**src/rtl/dsconv_block_depthwise_window_generator.sv**
```systemverilog
// 7x7 sliding-window generator for the depthwise PE.
// Accepts one raster-order pixel per valid cycle, keeps the six previous rows
// in chained line buffers and presents a full 7x7 window with a one-cycle
// start strobe for every valid (non-padded, stride-1) window position.
//
// Handshake: in_valid qualifies in_pixel for one cycle; there is no ready,
// every valid pixel is consumed. window_valid and frame_done are one-cycle
// pulses registered the cycle after the pixel that caused them; window_out,
// out_row and out_col hold between pulses.
module dsconv_block_depthwise_window_generator #(
    parameter int DATA_W = 18,
    parameter int IMG_W  = 32,
    parameter int IMG_H  = 32,
    parameter int K      = 7
) (
    input  logic                        clk,
    input  logic                        rst,
    input  logic                        in_valid,
    input  logic [DATA_W-1:0]           in_pixel,
    output logic [K*K*DATA_W-1:0]       window_out,
    output logic                        window_valid,
    output logic [$clog2(IMG_H)-1:0]    out_row,
    output logic [$clog2(IMG_W)-1:0]    out_col,
    output logic                        frame_done,
    output logic [1:0]                  dbg_state
);

    localparam int CW  = $clog2(IMG_W);
    localparam int RW  = $clog2(IMG_H);
    localparam int NLB = K - 1;

    localparam logic [CW-1:0] COL_LAST  = CW'(IMG_W - 1);
    localparam logic [CW-1:0] COL_WIN   = CW'(K - 1);
    localparam logic [CW-1:0] COL_ONE   = CW'(1);
    localparam logic [RW-1:0] ROW_LAST  = RW'(IMG_H - 1);
    localparam logic [RW-1:0] ROW_PRIME = RW'(K - 2);
    localparam logic [RW-1:0] ROW_WIN   = RW'(K - 1);
    localparam logic [RW-1:0] ROW_ONE   = RW'(1);

    // S_FILL: rows 0..K-2 are only being buffered, no window can be complete.
    // S_RUN : rows K-1..IMG_H-1, windows are emitted from column K-1 onward.
    localparam logic [1:0] S_FILL = 2'd0;
    localparam logic [1:0] S_RUN  = 2'd1;

    logic [1:0]        r_state;
    logic [CW-1:0]     r_col;
    logic [RW-1:0]     r_row;
    logic              r_window_valid;
    logic              r_frame_done;
    logic [RW-1:0]     r_out_row;
    logic [CW-1:0]     r_out_col;

    // Line buffers are plain storage without reset: the FSM only emits windows
    // once all six rows of the current frame have been rewritten.
    logic [DATA_W-1:0] r_lb  [NLB][IMG_W];
    logic [DATA_W-1:0] r_win [K][K];

    logic              w_accept;
    logic              w_last_col;
    logic              w_last_row;
    logic              w_emit;
    logic [DATA_W-1:0] w_col_in [K];

    assign w_accept   = in_valid && !rst;
    assign w_last_col = (r_col == COL_LAST);
    assign w_last_row = (r_row == ROW_LAST);
    assign w_emit     = (r_state == S_RUN) && (r_col >= COL_WIN);

    // Column entering the window: oldest buffered row on top, live pixel at the bottom.
    always_comb begin
        for (int i = 0; i < K; i++) begin
            w_col_in[i] = '0;
        end
        w_col_in[K-1] = in_pixel;
        for (int i = 0; i < NLB; i++) begin
            w_col_in[NLB-1-i] = r_lb[i][r_col];
        end
    end

    // Line-buffer chain: lb0 holds the previous row, each buffer passes its
    // entry one row older into the next buffer at the same column.
    always_ff @(posedge clk) begin
        if (w_accept) begin
            r_lb[0][r_col] <= in_pixel;
            for (int i = 1; i < NLB; i++) begin
                r_lb[i][r_col] <= r_lb[i-1][r_col];
            end
        end
    end

    // 7x7 window register: shift every row left, load the new column at the right.
    always_ff @(posedge clk) begin
        if (rst) begin
            for (int r = 0; r < K; r++) begin
                for (int c = 0; c < K; c++) begin
                    r_win[r][c] <= '0;
                end
            end
        end else if (in_valid) begin
            for (int r = 0; r < K; r++) begin
                for (int c = 0; c < K - 1; c++) begin
                    r_win[r][c] <= r_win[r][c+1];
                end
                r_win[r][K-1] <= w_col_in[r];
            end
        end
    end

    // Raster counters, fill/run FSM and the registered output pulses.
    always_ff @(posedge clk) begin
        if (rst) begin
            r_state        <= S_FILL;
            r_col          <= '0;
            r_row          <= '0;
            r_window_valid <= 1'b0;
            r_frame_done   <= 1'b0;
            r_out_row      <= '0;
            r_out_col      <= '0;
        end else if (in_valid) begin
            r_window_valid <= w_emit;
            r_frame_done   <= w_last_col && w_last_row;

            if (w_emit) begin
                r_out_row <= r_row - ROW_WIN;
                r_out_col <= r_col - COL_WIN;
            end

            if (w_last_col) begin
                r_col <= '0;
                r_row <= w_last_row ? '0 : (r_row + ROW_ONE);
            end else begin
                r_col <= r_col + COL_ONE;
            end

            case (r_state)
                S_FILL: begin
                    if (w_last_col && (r_row == ROW_PRIME)) begin
                        r_state <= S_RUN;
                    end
                end
                S_RUN: begin
                    if (w_last_col && w_last_row) begin
                        r_state <= S_FILL;
                    end
                end
                default: begin
                    r_state <= S_FILL;
                end
            endcase
        end else begin
            r_window_valid <= 1'b0;
            r_frame_done   <= 1'b0;
        end
    end

    // Flatten the window: tap k = r*K + c, tap 0 top-left (oldest).
    for (genvar r = 0; r < K; r++) begin : g_row
        for (genvar c = 0; c < K; c++) begin : g_col
            assign window_out[DATA_W*(r*K+c) +: DATA_W] = r_win[r][c];
        end
    end

    assign window_valid = r_window_valid;
    assign frame_done   = r_frame_done;
    assign out_row      = r_out_row;
    assign out_col      = r_out_col;
    assign dbg_state    = r_state;

endmodule

```
**config.mk**
```make
export PLATFORM = sky130hd
export DESIGN_NAME = dsconv_block_depthwise_window_generator
export DESIGN_NICKNAME = d
export VERILOG_FILES = /design/src/rtl/dsconv_block_depthwise_window_generator.sv
export SDC_FILE = /design/constraint.sdc
export NUM_CORES = 2
export LEC_CHECK = 0
export CORE_MARGIN = 10
export CORE_UTILIZATION = 58
export CTS_CLUSTER_SIZE = 40
export DETAILED_ROUTE_END_ITERATION = 12
export MAX_ROUTING_LAYER = met4
export PLACE_DENSITY = 0.78
export RECOVER_POWER = 100
export SLEW_MARGIN = 10
export SYNTH_ARGS = -nofsm -noshare
export SYNTH_HDL_FRONTEND = slang
export SYNTH_MEMORY_MAX_BITS = 65536
export SYNTH_SLANG_ARGS = --single-unit
```
**constraint.sdc**
```tcl
create_clock -name clk -period 16.35 [get_ports clk]
set_input_delay 2.4525 -clock clk [delete_from_list [all_inputs] [get_ports clk]]
set_output_delay 2.4525 -clock clk [all_outputs]
set_load 0.02 [all_outputs]
```
==> results.txt <==
outcome = finished with violations
failing checks = capacitance limit, slew limit
hold crit path type = reg -> reg
Vias = 89860
leakage = 61.98 nW
FP Rows = 195
Worst Path Required = 16.79 ns
Ports = 917
FF-to-FF path depth = 8
pin count of the biggest net entering global routing = 290
Max Clock Skew = 0.06938 ns
Die Ht = 551.4 µm
mux contribution to synthesized area = 0.1062
DRC errors left = 0
via-per-instance ratio = 6.452
CTS tree = yes
area leader, netlist = edfxtp_1
post-synthesis simple-gate area fraction = 0.04340
Crit path max-delay family = buffers and inverters
worst slew pin tran = 4.757 ns
slowest stage delay, CP = 2.45 ns
Slowest-stage cell, CP = clkbuf_1
CP endpoint kind = flip-flop
Ys Warns = 0
ratio of cells with drive above 1 in the final layout = 0.06917
Die X = 551.4 µm
Internal = 18.47 mW
Top Usage Layer GRT = met2
Clk pwr share = 0.392
syn_area_per_cell = 18.59 µm²
P_sw = 5.248 mW
initial antenna violation count = 37
global-route wire length before repair = 626100 µm
Post-CTS Hold Buffers = 0
asr flop ratio synth = 0
Max-cap violations = 88
Mapped Nets = 8840
core box area = 0.2816 mm²
IO buf count = 915
Layout area overhead = 16.06%
drt total wl = 447600 µm
adder-cell share of the synthesized area = 0.0007640
WP data arrival = 11.83 ns
Peak Freq = 87.80 MHz
Crit Path Class = in -> reg
DRT antenna net count = 0
Worst Setup Start Kind = primary input
Max Buffers Root-to-Sink = 4
worst slew margin relative to its limit = -2.171
hold path depth = 2
Power Dens Cells = 124.8 mW/mm²
Reg power frac = 0.541
critical path peak fanout = 47
Multi-input gate area = 0.03097 mm²
maximum VDD drop = 93.09 µV
ys flop type = edfxtp_1
postcts setup bufs = 0
met3 usage = 0.05841
WL per Instance = 32.14 µm
First DRT Iteration DRCs = 13880
crit share post-route = 0.6966
crit-path cells = dlygate4sd3_1, clkbuf_1, nor2b_1, nand2_1, nor3_1, clkbuf_1, clkbuf_1
number of global-route vias before repair = 87090
clock-pin slew on the worst setup and hold paths = 0.06 ns
Final Critical Period = 11.39 ns
post-synthesis cell type count = 38
reg2reg setup slack = 5.01 ns
#FFs+latches synth = 4361
Synth top area share = 0.7954
grt met1 use = 0.3895
# nets final = 9856
Hold Path Sink = out_row[3]$_SDFFE_PP0P_
GR Layer Usage met2 = 0.4551
post-synthesis sequential area ratio = 0.7982
Synth Area in Compound Gates = 0.03720
Root Driver = clkbuf_16
hold_sp = out_row[3]$_SDFFE_PP0P_
Placer Congestion = 0.8411
worst skew pair latency = 0.94 ns
Synth Area in XOR/XNOR = 0.0002139
Buffers & Inverters on Critical Path = 4
post-cts sizing count = 0
Hold Violations, Final = 0
Syn Inst Count = 8809
GRT Util Overall = 0.2918
H-tree depth = 5
DIE AREA = 0.3040 mm²
endpoints failing setup = 0
final setup TNS = 0 ns
sw frac = 0.2213
synth top area cells = edfxtp_1, mux2i_1, o22ai_1
total global routing overflow = 0
DP HPWL = 241800 µm
Pre-antenna DRT Iters = 6
Reg-to-Reg Start = r_col[1]$_SDFFE_PP0P_
Synth Cell Area = 0.1638 mm²
R2R Path End = r_lb[3][483]$_DFFE_PP_
Crit path top cell by count = clkbuf_1
Starting Density = 0.5816
Seq. cell area = 0.1307 mm²
Post-Layout Cell Count = 13930
EDFF count, synth = 4338
dpl cells = 13150
Combinational Power Share = 0.067
layout filler cell count = 17490
RSZ-0062 raised after global routing = no
CTS buffer count = 418
Max Slew Vio Count = 3405
clk sinks = 4361
main combinational cell family by area after synthesis = multiplexers
## synthesized netlist by cell type (10+ instances only)
master / number
and2_1: 775
nand2_1: 100
nor2_1: 85
nor4_1: 198
a21oi_1: 103
buf_1: 23
a31oi_1: 18
buf_2: 229
mux2i_1: 1737
edfxtp_1: 4338
o22ai_1: 864
dfxtp_1: 23
clkbuf_1: 229
ha_1: 10
buf_6: 12
## cell usage in the layout (no fill, tap or decap), drive strengths merged, types with 2 or more instances in the layout
cell type	netlist	layout
edfxtp	4338	4338
mux2i	1737	1737
dlygate4sd3	0	909
o22ai	864	864
and2	775	775
clkbuf	229	591
nor4	198	198
clkinv	0	192
a21oi	103	103
buf	271	103
nand2	100	100
nor2	85	85
bufinv	0	33
dfxtp	23	23
diode	0	20
a31oi	18	18
inv	3	17
clkinvlp	0	13
ha	10	10
nand4bb	7	7
nor3	6	6
or4b	5	5
nand4b	4	4
o21ai	4	4
xnor2	4	4
a211oi	4	4
nand3	3	3
and3	2	2
nor2b	2	2
or3b	2	2
nand3b	2	2
nor4bb	2	2
or4	2	2
## sequential cells by signal (all words and copies together) (netlist names)
signal        flops
window_valid      1
out_col           5
r_lb           3456
r_col             5
r_win           882
out_row           5
r_row             5
frame_done        1
dbg_state         1
## worst register-to-register path: stages, from the launching register on
cell and delay [ns]:
dfxtp_1 1.81, buf_12 0.61, clkbuf_1 2.64, clkbuf_1 2.04
clkbuf_1 1.84, mux2i_1 0.39, o22ai_1 0.15, nor4_1 0.54
nand2_1 0.77
## worst max path at each step
stage | start | endpoint | slack [ns] | cells past startpoint
6_report | rst | r_lb[3][324]$_DFFE_PP_ | 4.96 | 7
3_3_place_gp | in_valid | r_lb[3][464]$_DFFE_PP_ | 8.60 | 7
5_1_grt | rst | r_lb[3][120]$_DFFE_PP_ | 4.47 | 7
2_1_floorplan | in_valid | r_win[0][0]$_SDFFCE_PN0P_ | 2.17 | 2
3_5_place_dp | in_valid | r_lb[3][499]$_DFFE_PP_ | 8.48 | 7
4_1_cts | r_col[1]$_SDFFE_PP0P_ | r_lb[3][168]$_DFFE_PP_ | 9.17 | 8
## final cells by class
class | count | area share
Inverter | 3 | 0.00005924
Clock inverter | 252 | 0.01146
Antenna cell | 20 | 0.0002633
Multi-Input combinational cell | 3945 | 0.1629
Tap cell | 3743 | 0.02464
Sequential cell | 4361 | 0.6878
Clock buffer | 507 | 0.05724
Timing Repair Buffer | 1096 | 0.05564
## routing by layer
layer | share of wire | vias to the layer above
met5 | 0 | -
met4 | 0.039 | 0
met3 | 0.12 | 1071
met2 | 0.48 | 6429
met1 | 0.36 | 45320
li1 | - | 37040
## power groups by stage
stage / registers, mW / clock network, mW / logic, mW
finish: 12.8 / 9.30 / 1.58
CTS: 12.8 / 9.36 / 1.59
global route: 12.8 / 9.79 / 1.64
global placement: 13.1 / 0 / 1.54
floorplan: 13.2 / 0 / 0.708
detailed placement: 13.1 / 0 / 1.59
## cell families after synthesis
group,after synthesis
flip-flops,4361
multiplexers,1737
AND/OR/NAND/NOR,1199
AO/OA/AOI/OAI,994
buffers and inverters,503
adder cells (fa/ha/maj),10
XOR/XNOR,4
other,1
## through the flow
stage          power [mW]    util  cell area (µm²)  hold WS [ns]  setup WS (ns)
2_1_floorplan       13.94       -           163800        0.4739          2.171
3_3_place_gp        14.60  0.6303           177500        0.4797          8.596
3_5_place_dp        14.65  0.6302           177500        0.4863          8.476
4_1_cts             23.78  0.6766           190500        0.5002          9.173
5_1_grt             24.28  0.6750           190100        0.5130          4.472
6_report            23.72  0.6751           190100        0.4941          4.960
Note: power is estimated with default switching activity, not from simulation.
